`src/rtl/if_fetch_stage.sv`:
```
// Instruction-fetch front end: owns the PC, issues word requests to a synchronous-read imem and
// buffers responses in a small skid FIFO toward ID. Optional perf counters: IF_PERF_COUNTERS_EN.
module if_fetch_stage #(
    parameter int                    PC_WIDTH  = 32,
    parameter logic [PC_WIDTH-1:0]   RESET_PC  = 32'h0000_0000,
    parameter int                    BUF_DEPTH = 2
) (
    input  logic                clk,
    input  logic                reset,
    output logic                imem_req,
    output logic [PC_WIDTH-1:0] imem_addr,
    input  logic [31:0]         imem_rdata,
    input  logic                redirect_valid,
    input  logic [PC_WIDTH-1:0] redirect_pc,
    input  logic                id_ready,
    output logic                if_valid,
    output logic [31:0]         if_instr,
    output logic [PC_WIDTH-1:0] if_pc,
    output logic [PC_WIDTH-1:0] if_pc4,
    output logic [31:0]         fetch_count,
    output logic [31:0]         flush_count
);
    localparam int PTR_W = (BUF_DEPTH > 1) ? $clog2(BUF_DEPTH) : 1;
    localparam int CNT_W = PTR_W + 1;
    localparam int OCC_W = CNT_W + 1;

    logic [PC_WIDTH-1:0] pc_reg;
    logic [PC_WIDTH-1:0] inflight_pc_reg;
    logic                inflight_reg;
    logic                kill_reg;
    logic [PTR_W-1:0]    rd_ptr_reg;
    logic [PTR_W-1:0]    wr_ptr_reg;
    logic [CNT_W-1:0]    count_reg;

    logic [31:0]         instr_buf [BUF_DEPTH];
    logic [PC_WIDTH-1:0] pc_buf    [BUF_DEPTH];

    logic                pop;
    logic                push;
    logic                live_rsp;
    logic [OCC_W-1:0]    occupancy;
    logic [PC_WIDTH-1:0] target_pc;

    assign if_valid  = (count_reg != '0);
    assign pop       = if_valid & id_ready;
    assign live_rsp  = inflight_reg & ~kill_reg;
    // A redirect drops the response arriving this cycle along with the FIFO contents.
    assign push      = live_rsp & ~redirect_valid;
    // Counts the slot of a request still in flight so a full FIFO can never be overrun.
    assign occupancy = OCC_W'(count_reg) + OCC_W'(inflight_reg) - OCC_W'(pop);
    assign imem_req  = ~reset & ~redirect_valid & (occupancy < OCC_W'(BUF_DEPTH));
    assign imem_addr = pc_reg;
    assign target_pc = redirect_pc & ~PC_WIDTH'(3);

    assign if_instr  = if_valid ? instr_buf[rd_ptr_reg] : '0;
    assign if_pc     = if_valid ? pc_buf[rd_ptr_reg] : '0;
    assign if_pc4    = if_valid ? (pc_buf[rd_ptr_reg] + PC_WIDTH'(4)) : '0;

    always_ff @(posedge clk or posedge reset) begin
        if (reset) begin
            pc_reg          <= RESET_PC;
            inflight_pc_reg <= '0;
            inflight_reg    <= 1'b0;
            kill_reg        <= 1'b0;
            rd_ptr_reg      <= '0;
            wr_ptr_reg      <= '0;
            count_reg       <= '0;
        end else if (redirect_valid) begin
            pc_reg       <= target_pc;
            kill_reg     <= inflight_reg;
            inflight_reg <= 1'b0;
            rd_ptr_reg   <= '0;
            wr_ptr_reg   <= '0;
            count_reg    <= '0;
        end else begin
            kill_reg     <= 1'b0;
            inflight_reg <= imem_req;
            if (imem_req) begin
                pc_reg          <= pc_reg + PC_WIDTH'(4);
                inflight_pc_reg <= pc_reg;
            end
            if (push) wr_ptr_reg <= wr_ptr_reg + 1'b1;
            if (pop)  rd_ptr_reg <= rd_ptr_reg + 1'b1;
            count_reg <= count_reg + CNT_W'(push) - CNT_W'(pop);
        end
    end

    for (genvar gi = 0; gi < BUF_DEPTH; gi++) begin : g_entry
        always_ff @(posedge clk) begin
            if (push && (wr_ptr_reg == PTR_W'(gi))) begin
                instr_buf[gi] <= imem_rdata;
                pc_buf[gi]    <= inflight_pc_reg;
            end
        end
    end

`ifdef IF_PERF_COUNTERS_EN
    logic [31:0]      fetch_count_reg;
    logic [31:0]      flush_count_reg;
    logic [OCC_W-1:0] dropped;
    logic [32:0]      flush_sum;

    // Discards on redirect: entries ID did not take plus a live response still on the bus.
    assign dropped   = OCC_W'(count_reg) - OCC_W'(pop) + OCC_W'(live_rsp);
    assign flush_sum = {1'b0, flush_count_reg} + 33'(dropped);

    always_ff @(posedge clk or posedge reset) begin
        if (reset) begin
            fetch_count_reg <= '0;
            flush_count_reg <= '0;
        end else begin
            if (push && (fetch_count_reg != 32'hFFFF_FFFF))
                fetch_count_reg <= fetch_count_reg + 32'd1;
            if (redirect_valid)
                flush_count_reg <= flush_sum[32] ? 32'hFFFF_FFFF : flush_sum[31:0];
        end
    end

    assign fetch_count = fetch_count_reg;
    assign flush_count = flush_count_reg;
`else
    assign fetch_count = '0;
    assign flush_count = '0;
`endif

endmodule
```
`config.mk`:
```
export PLATFORM = sky130hd
export DESIGN_NAME = if_fetch_stage
export DESIGN_NICKNAME = d
export VERILOG_FILES = /design/src/rtl/if_fetch_stage.sv
export SDC_FILE = /design/constraint.sdc
export NUM_CORES = 1
export LEC_CHECK = 0
export CAP_MARGIN = 0
export CORE_MARGIN = 2
export CORE_UTILIZATION = 52
export DETAILED_ROUTE_END_ITERATION = 8
export GPL_ROUTABILITY_DRIVEN = 0
export GPL_TIMING_DRIVEN = 0
export HOLD_SLACK_MARGIN = 0.06
export PLACE_DENSITY_LB_ADDON = 0.08
export REMOVE_ABC_BUFFERS = 1
export SLEW_MARGIN = 20
export SYNTH_ARGS = -nofsm -noshare
export SYNTH_HDL_FRONTEND = slang
export SYNTH_SLANG_ARGS = --single-unit
```
`constraint.sdc`:
```
create_clock -name clk -period 9.89 [get_ports clk]
set_input_delay 1.978 -clock clk [delete_from_list [all_inputs] [get_ports clk]]
set_output_delay 1.978 -clock clk [all_outputs]
set_load 0.01 [all_outputs]
```
==> impl_metrics.json <==
{
  "cp.required_ns": 7.91,
  "drive_above_1_share": 0.102,
  "worst_path_max_delay_cell": "clkdlybuf4s50_1",
  "cts_tree": "built",
  "yosys.area.top_type": "edfxtp_1",
  "final_common_cell": "clkdlybuf4s50_1",
  "synth_seq_area_share": 0.567,
  "layout_common_cells": "clkdlybuf4s50_1, edfxtp_1, nor2_1",
  "cts_num_sinks": 190,
  "largest_reg_flops": 64,
  "ys_async_sr_fraction": 0.347,
  "clock_latency_ns": 0.42,
  "vias_per_cell": 5.24,
  "max_slew_margin": 0.286,
  "ys_seq_elements": 190,
  "crit_path_max_incr_delay_ns": 0.56,
  "status": "complete, no violations",
  "final_cell_count_no_fill": 1212,
  "wirelength_um": 19900,
  "timing.final.crit_share": 0.698,
  "cp_top_family": "simple AND/OR/NAND/NOR gates",
  "area_growth_pct": 26.7,
  "crit_chain": "clkdlybuf4s50_1 > nand2_1 > nor2_1 > o21ai_0 > fa_1 > nor2b_1 > nand2_1 > nor2_1 > clkdlybuf4s50_1",
  "finalSetupViolCount": 0,
  "cap_violations": 0,
  "io_buffer_count": 189,
  "chipHeight_um": 139,
  "synthFlopType": "edfxtp_1",
  "grt_pass1_vias": 6276,
  "htreeDepth": 4,
  "firstDrtPassIters": 5,
  "hpwl_um": 14700,
  "end_kind": "primary output",
  "initial_utilization": 0.529,
  "path_class": "input pin to primary output",
  "num_rows": 49,
  "final_nets": 1043,
  "numCtsBuffers": 17,
  "cts.path.max_buffers": 2,
  "wire_per_inst_um": 16.5,
  "dpl.cell_count": 1180,
  "cts_resized": 0,
  "cp_num_buf_inv": 2,
  "rsz0062_at_grt": "false",
  "largest-register": "instr_buf",
  "coreArea_mm2": 0.0179,
  "io_pins": 262,
  "synth_warnings": 0,
  "power.density_mw_per_mm2": 231,
  "grt-ovfl-total": 0,
  "synth_area_leaders": "edfxtp_1, dfrtp_1, mux2i_1",
  "synthCells": 794,
  "finalHoldViolCount": 0,
  "tns_ns": 0,
  "drtIter0Drc": 381,
  "final_area_mm2": 0.0120,
  "ir_worst_vdd_mv": 0.139,
  "synth_edf_count": 124,
  "p_leak_nw": 4.30,
  "post_dp_cell_area_mm2": 0.0115,
  "cts_hold_buf": 0,
  "synth_area_mm2": 0.00947,
  "drc_errors": 0,
  "worstMarginPinSlew_ns": 1.07,
  "critPathArrivalTime_ns": 4.92,
  "total_power_mw": 2.78,
  "fin_crit_ns": 6.90,
  "dr_total_vias": 6347,
  "synth_top_area_share": 0.393,
  "grt_pass1_wl_um": 32200,
  "n_antenna_cell": 0,
  "cp-start-kind": "input pin",
  "dieArea_mm2": 0.0193,
  "hold_path_class": "flip-flop to flip-flop",
  "grt_usage": 0.208,
  "cp_max_fo": 5,
  "cts.reportedPaths.clkPinSlew_ns": 0.06,
  "reg_top3": "instr_buf (64), pc_buf (60)",
  "postCtsSetupBuffers": 0,
  "fin_skew_ns": 0.00845,
  "fin_hold_ws_ns": 0.474,
  "cts_root_buffer": "clkbuf_16",
  "slew_violations": 0,
  "synthDistinctLibCells": 60,
  "grt_max_degree": 60,
  "die_w_um": 139,
  "fmax_mhz": 145,
  "antenna_left": 0,
  "synth.avg_cell_area_um2": 11.9,
  "antenna_found_initial": 0
}
final cells by class:
type	count	area, um2
multi-input cells	549	3600
inverters	13	51.3
fillers	1332	5900
repair buffers	199	2150
clock buffers	21	450
well taps	229	287
flip-flops and latches	190	5380
clock inverters	11	93.8
report_power, final:
| part | switching, mW | total (mW) | internal, mW |
|---|---|---|---|
| logic | 0.474 | 0.987 | 0.513 |
| registers | 0.136 | 1.16 | 1.03 |
| clock network | 0.275 | 0.628 | 0.353 |
| total | 0.885 | 2.78 | 1.89 |
worst paths after layout:
| kind | startpoint | endpoint | slack, ns | cells past startpoint |
|---|---|---|---|---|
| min | inflight_pc_reg[20]$_DFFE_PP0P_ | pc_buf[1][20]$_DFFE_PP_ | 0.47 | 0 |
| max reg2reg | count_reg[1]$_DFF_PP0_ | inflight_pc_reg[19]$_DFFE_PP0P_ | 5.43 | 11 |
| min reg2reg | inflight_pc_reg[20]$_DFFE_PP0P_ | pc_buf[1][20]$_DFFE_PP_ | 0.47 | 0 |
| max in group asynchronous | reset | inflight_pc_reg[23]$_DFFE_PP0P_ | 7.52 | 3 |
| max | id_ready | imem_req | 2.99 | 9 |
| min in group asynchronous | reset | imem_addr[6]$_DFFE_PP0P_ | 1.86 | 2 |
cells by family (layout without fill, tap and decap cells):
logic type               count (synthesis)  count (layout)  synth area share
AND/OR/NAND/NOR                        261             261             0.143
XOR/XNOR                                47              47            0.0442
flip-flops                             190             190             0.567
buffers and inverters                  124             244            0.0835
AO/OA/AOI/OAI                           70              70            0.0477
other                                    1              70          0.000396
adder cells (fa/ha/maj)                  5               5           0.00740
multiplexers                            96              96             0.106
Yosys cell counts (7+ instances only):
| master | instances |
|---|---|
| nand3_1 | 27 |
| o21ai_0 | 36 |
| nor3_1 | 11 |
| buf_4 | 71 |
| and2_1 | 11 |
| mux2i_1 | 59 |
| clkbuf_1 | 14 |
| nand2_1 | 64 |
| inv_1 | 12 |
| edfxtp_1 | 124 |
| xnor2_1 | 38 |
| mux2_2 | 37 |
| nand4_1 | 15 |
| dfrtp_1 | 66 |
| nor4_1 | 10 |
| buf_2 | 17 |
| o21ai_1 | 7 |
| nor2_1 | 88 |
| xor2_1 | 8 |
worst register-to-register path: stages (launching register included):
cell,delay (ns)
dfrtp_1,0.49
nor2_4,0.52
buf_16,0.25
clkinv_1,0.54
nand2_1,0.35
nor2_1,0.11
fa_1,0.51
nor2b_1,0.41
nand2_1,0.35
nor2_4,0.23
buf_12,0.22
mux2_2,0.37
per-layer routing:
layer  part of all wire  routed length, um  track usage
met1               0.44               8780        0.278
met2               0.49               9810        0.351
met3              0.059               1180       0.0439
met4             0.0087                174       0.0548
met5                  0                  0            0
stage by stage:
step	util	setup WS, ns
finish	0.671	2.99
global route	0.671	2.90
CTS	0.671	2.98
detailed placement	0.640	3.02
global placement	0.624	-1.18
floorplan	-	2.10
Power figures use the tool's default switching activity.
